File: src/rtl/mem_port_arbiter.sv
// Arbiter/sequencer for the unified single-port memory shared by instruction fetch
// and load/store. One access outstanding at a time; flushed fetch responses are dropped.
module mem_port_arbiter #(
   parameter int ADDR_W  = 32,
   parameter int TIMEOUT = 16
) (
   input  logic              i_clk,
   input  logic              i_reset,
   input  logic              i_if_req,
   input  logic [ADDR_W-1:0] i_if_addr,
   input  logic              i_ls_req,
   input  logic              i_ls_we,
   input  logic [ADDR_W-1:0] i_ls_addr,
   input  logic [31:0]       i_ls_wdata,
   input  logic [3:0]        i_ls_bmask,
   input  logic              i_flush,
   output logic              o_mem_req,
   output logic              o_mem_we,
   output logic [ADDR_W-1:0] o_mem_addr,
   output logic [31:0]       o_mem_wdata,
   output logic [3:0]        o_mem_bmask,
   input  logic              i_mem_rvalid,
   input  logic [31:0]       i_mem_rdata,
   output logic              o_if_valid,
   output logic [31:0]       o_if_rdata,
   output logic              o_ls_valid,
   output logic [31:0]       o_ls_rdata,
   output logic              o_stall_if,
   output logic              o_stall_mem,
   output logic              o_err,
   output logic [1:0]        o_state
);

   // Handshake: a requester holds req high until its valid; the memory answers every
   // o_mem_req with exactly one i_mem_rvalid at least one cycle later.
   typedef enum logic [1:0] {
      IDLE    = 2'd0,
      BUSY_IF = 2'd1,
      BUSY_LS = 2'd2,
      DRAIN   = 2'd3
   } state_t;

   // Compared against the pre-increment count, so the abort lands TIMEOUT-1 cycles after the grant.
   localparam logic [7:0] TO_LAST = 8'(TIMEOUT - 2);

   state_t     state_q;
   logic       last_ls_q;
   logic [7:0] cnt_q;

   logic idle;
   logic grant_ls;
   logic grant_if;
   logic timeout;

   always_comb begin
      idle     = (state_q == IDLE);
      grant_ls = idle && i_ls_req && (!i_if_req || !last_ls_q || i_flush);
      grant_if = idle && i_if_req && !i_flush && !grant_ls;
      timeout  = !idle && !i_mem_rvalid && (cnt_q == TO_LAST);
   end

   // Everything is held at zero while reset is asserted.
   always_comb begin
      o_mem_req   = i_reset && (grant_ls || grant_if);
      o_mem_we    = i_reset && grant_ls && i_ls_we;
      o_mem_addr  = '0;
      o_mem_wdata = '0;
      o_mem_bmask = '0;
      if (i_reset && grant_ls) begin
         o_mem_addr  = i_ls_addr;
         o_mem_wdata = i_ls_wdata;
         o_mem_bmask = i_ls_bmask;
      end else if (i_reset && grant_if) begin
         o_mem_addr = i_if_addr;
      end
      o_if_valid  = i_reset && (state_q == BUSY_IF) && i_mem_rvalid && !i_flush;
      o_ls_valid  = i_reset && (state_q == BUSY_LS) && i_mem_rvalid;
      o_if_rdata  = o_if_valid ? i_mem_rdata : 32'd0;
      o_ls_rdata  = o_ls_valid ? i_mem_rdata : 32'd0;
      o_stall_if  = i_reset && i_if_req && !o_if_valid;
      o_stall_mem = i_reset && i_ls_req && !o_ls_valid;
      o_err       = i_reset && timeout;
      o_state     = i_reset ? state_q : IDLE;
   end

   always_ff @(posedge i_clk) begin
      if (!i_reset) begin
         state_q   <= IDLE;
         last_ls_q <= 1'b0;
         cnt_q     <= 8'd0;
      end else begin
         case (state_q)
            IDLE: begin
               if (grant_ls || grant_if) begin
                  state_q   <= grant_ls ? BUSY_LS : BUSY_IF;
                  last_ls_q <= grant_ls;
                  cnt_q     <= 8'd0;
               end
            end
            BUSY_IF: begin
               if (i_mem_rvalid || timeout) begin
                  state_q <= IDLE;
               end else begin
                  if (i_flush) state_q <= DRAIN;
                  if (cnt_q != 8'hFF) cnt_q <= cnt_q + 8'd1;
               end
            end
            BUSY_LS, DRAIN: begin
               if (i_mem_rvalid || timeout) begin
                  state_q <= IDLE;
               end else if (cnt_q != 8'hFF) begin
                  cnt_q <= cnt_q + 8'd1;
               end
            end
            default: state_q <= IDLE;
         endcase
      end
   end

endmodule

File: config.mk
export PLATFORM = sky130hd
export DESIGN_NAME = mem_port_arbiter
export DESIGN_NICKNAME = d
export VERILOG_FILES = /design/src/rtl/mem_port_arbiter.sv
export SDC_FILE = /design/constraint.sdc
export NUM_CORES = 1
export LEC_CHECK = 0
export ABC_CLOCK_PERIOD_IN_PS = 2300
export CAP_MARGIN = 40
export CELL_PAD_IN_SITES_DETAIL_PLACEMENT = 2
export CELL_PAD_IN_SITES_GLOBAL_PLACEMENT = 2
export CORE_MARGIN = 2
export CORE_UTILIZATION = 10
export DETAILED_ROUTE_END_ITERATION = 12
export HOLD_SLACK_MARGIN = 0.02
export MAX_ROUTING_LAYER = met4
export PLACE_DENSITY_LB_ADDON = 0.1
export SLEW_MARGIN = 40
export SYNTH_ARGS = -nofsm -noshare
export SYNTH_HDL_FRONTEND = slang
export SYNTH_SLANG_ARGS = --single-unit
File: constraint.sdc
create_clock -name i_clk -period 2.3 [get_ports i_clk]
set_clock_uncertainty 0.2 [all_clocks]
set_input_delay 0.23 -clock i_clk [delete_from_list [all_inputs] [get_ports i_clk]]
set_output_delay 0.23 -clock i_clk [all_outputs]
set_load 0.01 [all_outputs]
; After elaboration in Yosys (flattened, before gate mapping)
; Index checks and enable logic that the tools add are counted.
[totals]
register_bits = 11
mem_bits_rw = 0
n_memories = 0
input_bits = 139
rom_bits = 0
elab_cells = 70
latchBits = 0
output_inout_bits = 141
[classes]
reduce_logical = 39
div = 0
n_mux = 17
magnitude_cmp = 0
eq_ne = 10
n_mul = 0
shift = 0
addsub = 1
bitwise = 0
[op_table]
columns = op, count
row1 = 32-bit two-way mux, 5
row2 = 8-bit two-way mux, 3
row3 = 1-bit logical AND, 21
row4 = 8-bit case mux with 2 select lines, 1
row5 = 2-bit two-way mux, 6
row6 = "8-bit by 1-bit adder with 8-bit output, second input constant", 1
row7 = "8-bit by 4-bit equality test with 1-bit output, second input constant", 1
row8 = 1-bit zero test, 8
row9 = "8-bit != test, second input constant", 1
row10 = 2-bit case mux with 3 select lines, 1
row11 = 3-bit AND reduction, 2
row12 = "2-bit equality test, second input constant", 2
row13 = 1-bit logical OR, 4
row14 = 4-bit two-way mux, 1
row15 = "2-bit by 1-bit != test with 1-bit output, second input constant", 2
row16 = "2-bit != test, second input constant", 2
row17 = "3-bit by 2-bit != test with 1-bit output, second input constant", 1
row18 = 3-bit OR reduction, 1
row19 = "2-bit by 1-bit equality test with 1-bit output, second input constant", 1
row20 = 2-bit zero test, 1
row21 = 2-bit AND reduction, 1
row22 = 2-bit OR reduction, 1

; Logic depth before layout (Yosys ltp)
; Gate-level depths: netlist (run 1).
[logic_depth]
word_depth = 9
mapped_depth = 7
mapped_depth_nobuf = 6

; Least setup slack after synthesis (run 1)
; Ideal clock, no wire load.
[synth_timing]
path_kind = register to register
startpoint = reg cnt_q[0]
endpoint = reg cnt_q[0]
period_less_slack_ns = 1.867
path_buffers = 1
required_ns = 2.013
setup_time_ns = 0.087
slack_ns = 0.433
t_arrival_ns = 1.579
path_stages_with_launch = 8
cell_sequence = dfxtp_1 inv_1 ha_1 and4b_4 a21o_1 buf_2 or4_1 o31ai_1
[synth_between]
elab_chain_cells = 5
word_cells_on_any_way = 11
classes_between = add/sub (1) / eq/ne (4) / mux (3) / reduce/logical (3)
[synth_lines]
columns = item, line_no
row1 = start: declaration, 48  ; logic [7:0] cnt_q;
row2 = start signal: assignment, 105  ; if (cnt_q != 8'hFF) cnt_q <= cnt_q + 8'd1;
row3 = start signal: assignment, 112  ; cnt_q <= cnt_q + 8'd1;
row4 = branches (longest 5 deep; another with 8-bit by 1-bit adder with 8-bit output), -
; Parallel ways; which one is timed is not known. The select of a mux whose other input is x is not followed.
; A chain may end at the register's enable or synchronous reset.

; Worst setup path in the final report (run 1)
[layout_timing]
startpoint = reg state_q[0]
endpoint = out o_mem_addr[19]
[layout_between]
elab_chain_cells = 8
word_cells_on_any_way = 11
classes_between = mux (2) / reduce/logical (9)
[layout_lines]
columns = item, line_no
row1 = start: declaration, 46  ; state_t state_q;
row2 = start signal: assignment, 95  ; state_q <= grant_ls ? BUSY_LS : BUSY_IF;
row3 = 2-bit zero test (*), 56  ; idle = (state_q == IDLE);
row4 = 1-bit logical AND (2 in series), 57  ; grant_ls = idle && i_ls_req && (!i_if_req || !last_ls_q || i_flush);
row5 = 1-bit zero test, 58  ; grant_if = idle && i_if_req && !i_flush && !grant_ls;
row6 = 1-bit logical AND, 58
row7 = 1-bit logical AND, 73  ; end else if (i_reset && grant_if) begin
row8 = 32-bit two-way mux, 73
row9 = 32-bit two-way mux (*), 69  ; if (i_reset && grant_ls) begin
row10 = end: declaration, 19  ; output logic [ADDR_W-1:0] o_mem_addr,
; Mark *: on every way between the ends. The rest lies on a longest branch, timed or not.

==> results of run 1 <==
worst max-delay path by stage:
stage                                  startpoint                     to  slack (ps)  cells after the start
after floorplan             cnt_q[0]$_SDFFE_PN0P_  cnt_q[0]$_SDFFE_PN0P_         430                      7
after global placement                    i_flush          o_mem_addr[4]        -500                      7
after detailed placement                  i_flush          o_mem_addr[4]        -590                      7
after CTS                            i_mem_rvalid          o_ls_rdata[2]        -110                      6
after global routing      state_q[0]$_SDFFE_PN0P_         o_mem_addr[19]         -40                      8
final                     state_q[0]$_SDFFE_PN0P_         o_mem_addr[19]          40                      8
per-stage QoR:
| step | setup WS, ps | setup TNS, ps |
|---|---|---|
| 6_report | 41.28 | 0 |
| 5_1_grt | -41.86 | -157.1 |
| 4_1_cts | -112.2 | -1228 |
| 3_5_place_dp | -586.4 | -51820 |
| 3_3_place_gp | -497.7 | -48400 |
| 2_1_floorplan | 433.5 | 0 |
repair_timing:
item / CTS / global route
gates resized for setup: 208 / 100
pin swaps: 3 / 11
gates cloned: 6 / 3
buffers inserted: 11 / 4
hold endpoints to repair: 0 / 0
hold buffers: 0 / 0
endpoints found under the setup margin: 139 / 93
flip-flops by register name, indices dropped and copies added (netlist names):
register,count
cnt_q,8
state_q,2
last_ls_q,1
kinds of logic after synthesis:
logic type               count (synthesis)  synth area share
adder cells (fa/ha/maj)                  2           0.01446
buffers and inverters                   22           0.05785
AO/OA/AOI/OAI                           54            0.2538
AND/OR/NAND/NOR                        152            0.5351
flip-flops                              11            0.1273
multiplexers                             2           0.01157
layer usage:
layer  vias up  routed length [µm]  share of wire
met5         -                   0              0
met4         0                 154          0.010
met3         9                1364          0.091
met2       187                7919           0.53
met1      1488                5493           0.37
li1       1479                   -              -
worst max-delay path, stage by stage (launching register included):
cell and delay [ps]:
dfxtp_2 320, or2_4 270, a211oi_4 200, buf_6 150, buf_12 130, buf_12 110
buf_16 120, a22o_1 140, buf_2 130
cell usage in the layout (no fill, tap or decap), types with 4 or more instances in the layout:
cell type,n
a21oi_1,4
a22o_1,32
and2_1,103
buf_12,8
buf_16,5
buf_2,19
buf_4,29
buf_6,6
clkbuf_16,6
clkbuf_2,27
clkdlybuf4s15_1,22
clkdlybuf4s50_1,137
dfxtp_1,9
dlygate4sd2_1,60
dlymetal6s2s_1,12
nand2_1,11
nand3_1,6
nor2_1,4
o211ai_1,6
or3_1,4
final cells by class:
class                      count  area (µm²)  share of cell area
timing repair buffer         330        3178              0.6078
multi-input combinational    210        1460              0.2793
tap                          225       281.5             0.05384
sequential                    11       222.7             0.04259
clock buffer                   4       78.83             0.01508
inverter                       2       7.507            0.001436
power by group through the flow:
stage                     sequential, mW  clock (mW)  combinational, mW
after floorplan                    0.211           0              0.205
after global placement             0.209           0              0.705
after detailed placement           0.210           0              0.714
after CTS                          0.207       0.347              0.742
after global routing               0.209       0.358              0.802
final                              0.208       0.334              0.748
==> flow_metrics.tcl, run 1 <==
set metrics [dict create \
    intPower_mw 0.8979 \
    routed_via_density 4.045 \
    drv_slew 0 \
    netSwitchingFraction 0.3038 \
    fin_crit_ps 2259 \
    post-route-period-util 0.9821 \
    final_cells 782 \
    critPathKind "reg2out" \
    synth_warnings 0 \
    grt_pass1_vias 3530 \
    p_comb_frac 0.580 \
    antenna_found_initial 0 \
    clockRootBuffer "clkbuf_16" \
    crit_arrival_ps 1830 \
    slew_headroom 0.7393 \
    synth-seq-cells 11 \
    hold_path.class "in2reg" \
    numCtsBuffers 3 \
    clk_latency_ps 240 \
    drt_iter0_markers 52 \
    netlist_area_um2 1730 \
    dominantRegCellSynth "dfxtp_1" \
    r2r_setup_slack_ps 180 \
    io_pins 280 \
    min-delay-start "i_reset" \
    numClockSinks 11 \
    fin_total_pwr_mw 1.290 \
    core-area_um2 17120 \
    areaGrowthSynthToFinish_pct 202.2 \
    finalInstanceArea_um2 5229 \
    cp_max_fo 9 \
    synth_cell_types 40 \
    hold_viol 0 \
    outcome "complete, no violations" \
    ys_async_sr_fraction 0 \
    worstMarginPinSlew_ps 387.0 \
    postRouteAntennaNets 0 \
    end_kind "primary output" \
    place_congestion 0.7213 \
    synth_edf_count 0 \
    syn_nets 384 \
    die_w_um 135.5 \
    grt.met1_usage 0.1644 \
    yosysMostFrequentCell "and2_1" \
    via_count 3163 \
    required_ps 1870 \
    reg2reg_depth 6 \
    nets 699 \
    num_antenna_cells 0 \
    p_leak_nw 2.613 \
    seqPwrFrac 0.161 \
    switching_power_mw 0.3917 \
    rsz0062_at_grt "true" \
    yosysSeqAreaShare 0.1273 \
    top_usage_layer "met2" \
    first_pass_iters 4 \
    worstReg2RegEnd "cnt_q[2]$_SDFFE_PN0P_" \
    place_area_um2 4969 \
    synth_area_leaders "and2_1 (37%), a22o_1 (16%), dfxtp_1 (13%)" \
    port_buffers 279 \
    startpoint_type "flop" \
    dp.cells 754 \
    syn_area_per_cell_um2 7.121 \
    worstHoldEndpoint "state_q[1]$_SDFFE_PN0P_" \
    gr-total-overflow 0 \
    hpwl_um 11440 \
    path_clk_slew_ps 40 \
    start_util 0.1011 \
    grt_use_met3 0.04153 \
    grt_pass1_wl_um 20910 \
    whs_ps 230.3 \
    rows 48 \
    fill_cells 1962 \
    clock_path_buffers 2 \
    synth_cells 243 \
    drv_cap 0 \
    drc_errors 0 \
    r2r_start "cnt_q[0]$_SDFFE_PN0P_" \
    max_freq_mhz 442.7 \
    clkPwrFrac 0.259 \
    grt_max_degree 25 \
    routed_wl_um 14930 \
    grt_usage 0.1550 \
    final_util 0.3055 \
    dieArea_um2 18370 \
    die_h_um 135.5 \
    cts.htree.levels 1 \
    cts_tree "yes" \
    vdd_drop_max_v 0.0001312 \
    synth_top_area_share 0.3724 \
    p_per_area_nw_per_um2 246.6 \
    setup_viol 0 \
    layout-drive-gt1-share 0.2118 \
    use_met2 0.2915 \
    netlist.top_cell.by_area "and2_1" \
    synth_commonest_cells "and2_1 (103), a22o_1 (32), nand2_1 (12)" \
    hold_depth 3 \
    drt-wirelength-per-cell_um 19.09 \
]
No activity file was read; power rests on OpenSTA's default activity.
==> run 2: changes to the inputs <==
CAP_MARGIN = 20   (was 40)
GPL_TIMING_DRIVEN = 0   (was default)
MAX_ROUTING_LAYER = default   (was met4)
==> run 2 against run 1 <==
  * First-iteration DRC count is 7.7% lower
  * Sequential power is 2% higher
  * Combinational power hardly changed
  * Wire length is 1.2% lower
  * Non-clock buffer count is 5 higher
  * Critical path depth is 3 lower
  * Cell area is 0.93% lower
  * Power is 0.75% lower
  * Register-to-register slack hardly changed
  * Final cell count is 0.64% higher
  * Maximum frequency is 1.0% higher
  * Critical path type unchanged
  * Largest power group unchanged
  * Highest routed layer unchanged
==> flow_metrics.tcl, run 2 (synthesis results as in run 1) <==
set metrics [dict create \
    dieArea_um2 18370 \
    clock_path_buffers 2 \
    largestRegisters "cnt_q: 8 flops, state_q: 2 flops, last_ls_q: 1 flops" \
    outcome "complete, no violations" \
    worst_path_max_delay_cell "clkdlybuf4s50_1" \
    grt_max_degree 11 \
    start_util 0.1011 \
    largest_register "cnt_q" \
    drv_slew 0 \
    antenna_found_initial 0 \
    rsz0062_at_grt "true" \
    postRouteAntennaNets 0 \
    drt-wirelength-per-cell_um 18.74 \
    largest_reg_flops 8 \
    slew_headroom 0.7159 \
    setup_viol 0 \
    clk_latency_ps 240 \
    path_clk_slew_ps 40 \
    drt_iter0_markers 48 \
    first_pass_iters 4 \
    final_util 0.3026 \
    cts_tree "yes" \
    hold_path.class "in2reg" \
    die_w_um 135.5 \
    r2r_setup_slack_ps 170 \
    nets 704 \
    grt_usage 0.1495 \
    areaGrowthSynthToFinish_pct 199.3 \
    clockRootBuffer "clkbuf_16" \
    drv_cap 0 \
    post-route-period-util 0.9723 \
    finalInstanceArea_um2 5180 \
    crit_arrival_ps 1810 \
    gr-total-overflow 0 \
    port_buffers 279 \
    routed_wl_um 14750 \
    core-area_um2 17120 \
    place_congestion 0.7454 \
    grt_pass1_vias 3347 \
    worstHoldEndpoint "state_q[0]$_SDFFE_PN0P_" \
    hpwl_um 11750 \
    reg2reg_depth 7 \
    vdd_drop_max_v 0.0001603 \
    p_per_area_nw_per_um2 247.1 \
    via_count 3147 \
    grt_pass1_wl_um 21160 \
    num_antenna_cells 0 \
    cts.htree.levels 1 \
    place_area_um2 4805 \
    numClockSinks 11 \
    io_pins 280 \
    end_kind "primary output" \
    final_cell_mix "clkdlybuf4s50_1 (139), and2_1 (98), dlygate4sd2_1 (60)" \
    fin_total_pwr_mw 1.280 \
    required_ps 1870 \
    drc_errors 0 \
    critPathMaxStageDelay_ps 550 \
    hold_buffers 0 \
    worstReg2RegEnd "cnt_q[0]$_SDFFE_PN0P_" \
    min-delay-start "i_mem_rvalid" \
    final_common_cell "clkdlybuf4s50_1" \
    startpoint_type "flop" \
    hold_depth 4 \
    fin_crit_ps 2236 \
    cp_max_fo 6 \
    cp_cell_sequence "buf_4 > nor3b_4 > buf_6 > clkbuf_4 > clkdlybuf4s50_1" \
    max_freq_mhz 447.2 \
    hold_viol 0 \
    critPathKind "reg2out" \
    r2r_start "cnt_q[0]$_SDFFE_PN0P_" \
    layout-drive-gt1-share 0.2633 \
    p_leak_nw 2.641 \
    worstMarginPinSlew_ps 422.9 \
    fill_cells 1937 \
    die_h_um 135.5 \
    routed_via_density 3.999 \
    rows 48 \
    whs_ps 254.9 \
    numCtsBuffers 3 \
]
[run 2: cell types whose count changed in the layout (fill, tap and decap cells not counted), moves of 4 or more]
cell	delta
and2_1	-5
clkbuf_8	+6
buf_16	-5
buf_2	+36
clkbuf_2	-25
clkdlybuf4s15_1	-19
and2_4	+5
buf_4	-8
buf_8	+4
buf_12	-5
clkbuf_4	+6
buf_6	+14
[run 2: timing repair]
item / CTS / global route
setup buffers: 21 / 6
gates cloned: 8 / 3
gates resized for setup: 405 / 32
pin swaps: 14 / 9
endpoints found under the setup margin: 139 / 79
[run 2: area by class of cell]
class / count / area [µm²] / area share
timing repair buffer: 316 / 2874 / 0.5548
sequential: 11 / 227.7 / 0.04396
clock buffer: 4 / 78.83 / 0.01522
buffer: 19 / 209.0 / 0.04034
tap: 225 / 281.5 / 0.05435
inverter: 2 / 7.507 / 0.001449
multi-input combinational: 210 / 1501 / 0.2899
[run 2: where the power goes]
| part | internal, mW | switching (mW) | total [mW] | leakage (nW) |
|---|---|---|---|---|
| Sequential | 0.199 | 0.0128 | 0.212 | 0.0907 |
| Clock | 0.233 | 0.0898 | 0.323 | 0.0382 |
| Combinational | 0.466 | 0.279 | 0.745 | 2.51 |
| Total | 0.898 | 0.382 | 1.28 | 2.64 |
[run 2: worst max-delay path by stage]
stage	cells after the start	start	endpoint	slack (ps)
global placement	7	i_flush	o_mem_addr[3]	-850
global route	7	state_q[1]$_SDFFE_PN0P_	o_mem_addr[31]	-10
detailed placement	7	i_flush	o_mem_addr[27]	-960
floorplan	7	cnt_q[0]$_SDFFE_PN0P_	cnt_q[0]$_SDFFE_PN0P_	430
finish	5	state_q[0]$_SDFFE_PN0P_	o_ls_valid	60
CTS	8	state_q[0]$_SDFFE_PN0P_	o_mem_addr[31]	-90
[run 2: metrics by stage]
stage	TNS (ps)	worst slack, ps	instances
global placement	-96310	-846.7	747
detailed placement	-100290	-959.9	747
floorplan	0	433.5	243
global route	-53.85	-12.42	787
finish	0	63.70	787
CTS	-1699	-89.70	780
[run 2: worst max-delay path: cells and delay by family, from the launching register on]
| family | cells | cell delay (ps) |
|---|---|---|
| buffers and inverters | 4 | 1010 |
| DFF | 1 | 360 |
| and+or+nand+nor | 1 | 190 |
[run 2: per-layer routing]
layer | GRT usage | share of wire
met5 | 0 | 0
met4 | 0.01968 | 0.0027
met3 | 0.06285 | 0.12
met2 | 0.2837 | 0.52
met1 | 0.1568 | 0.36
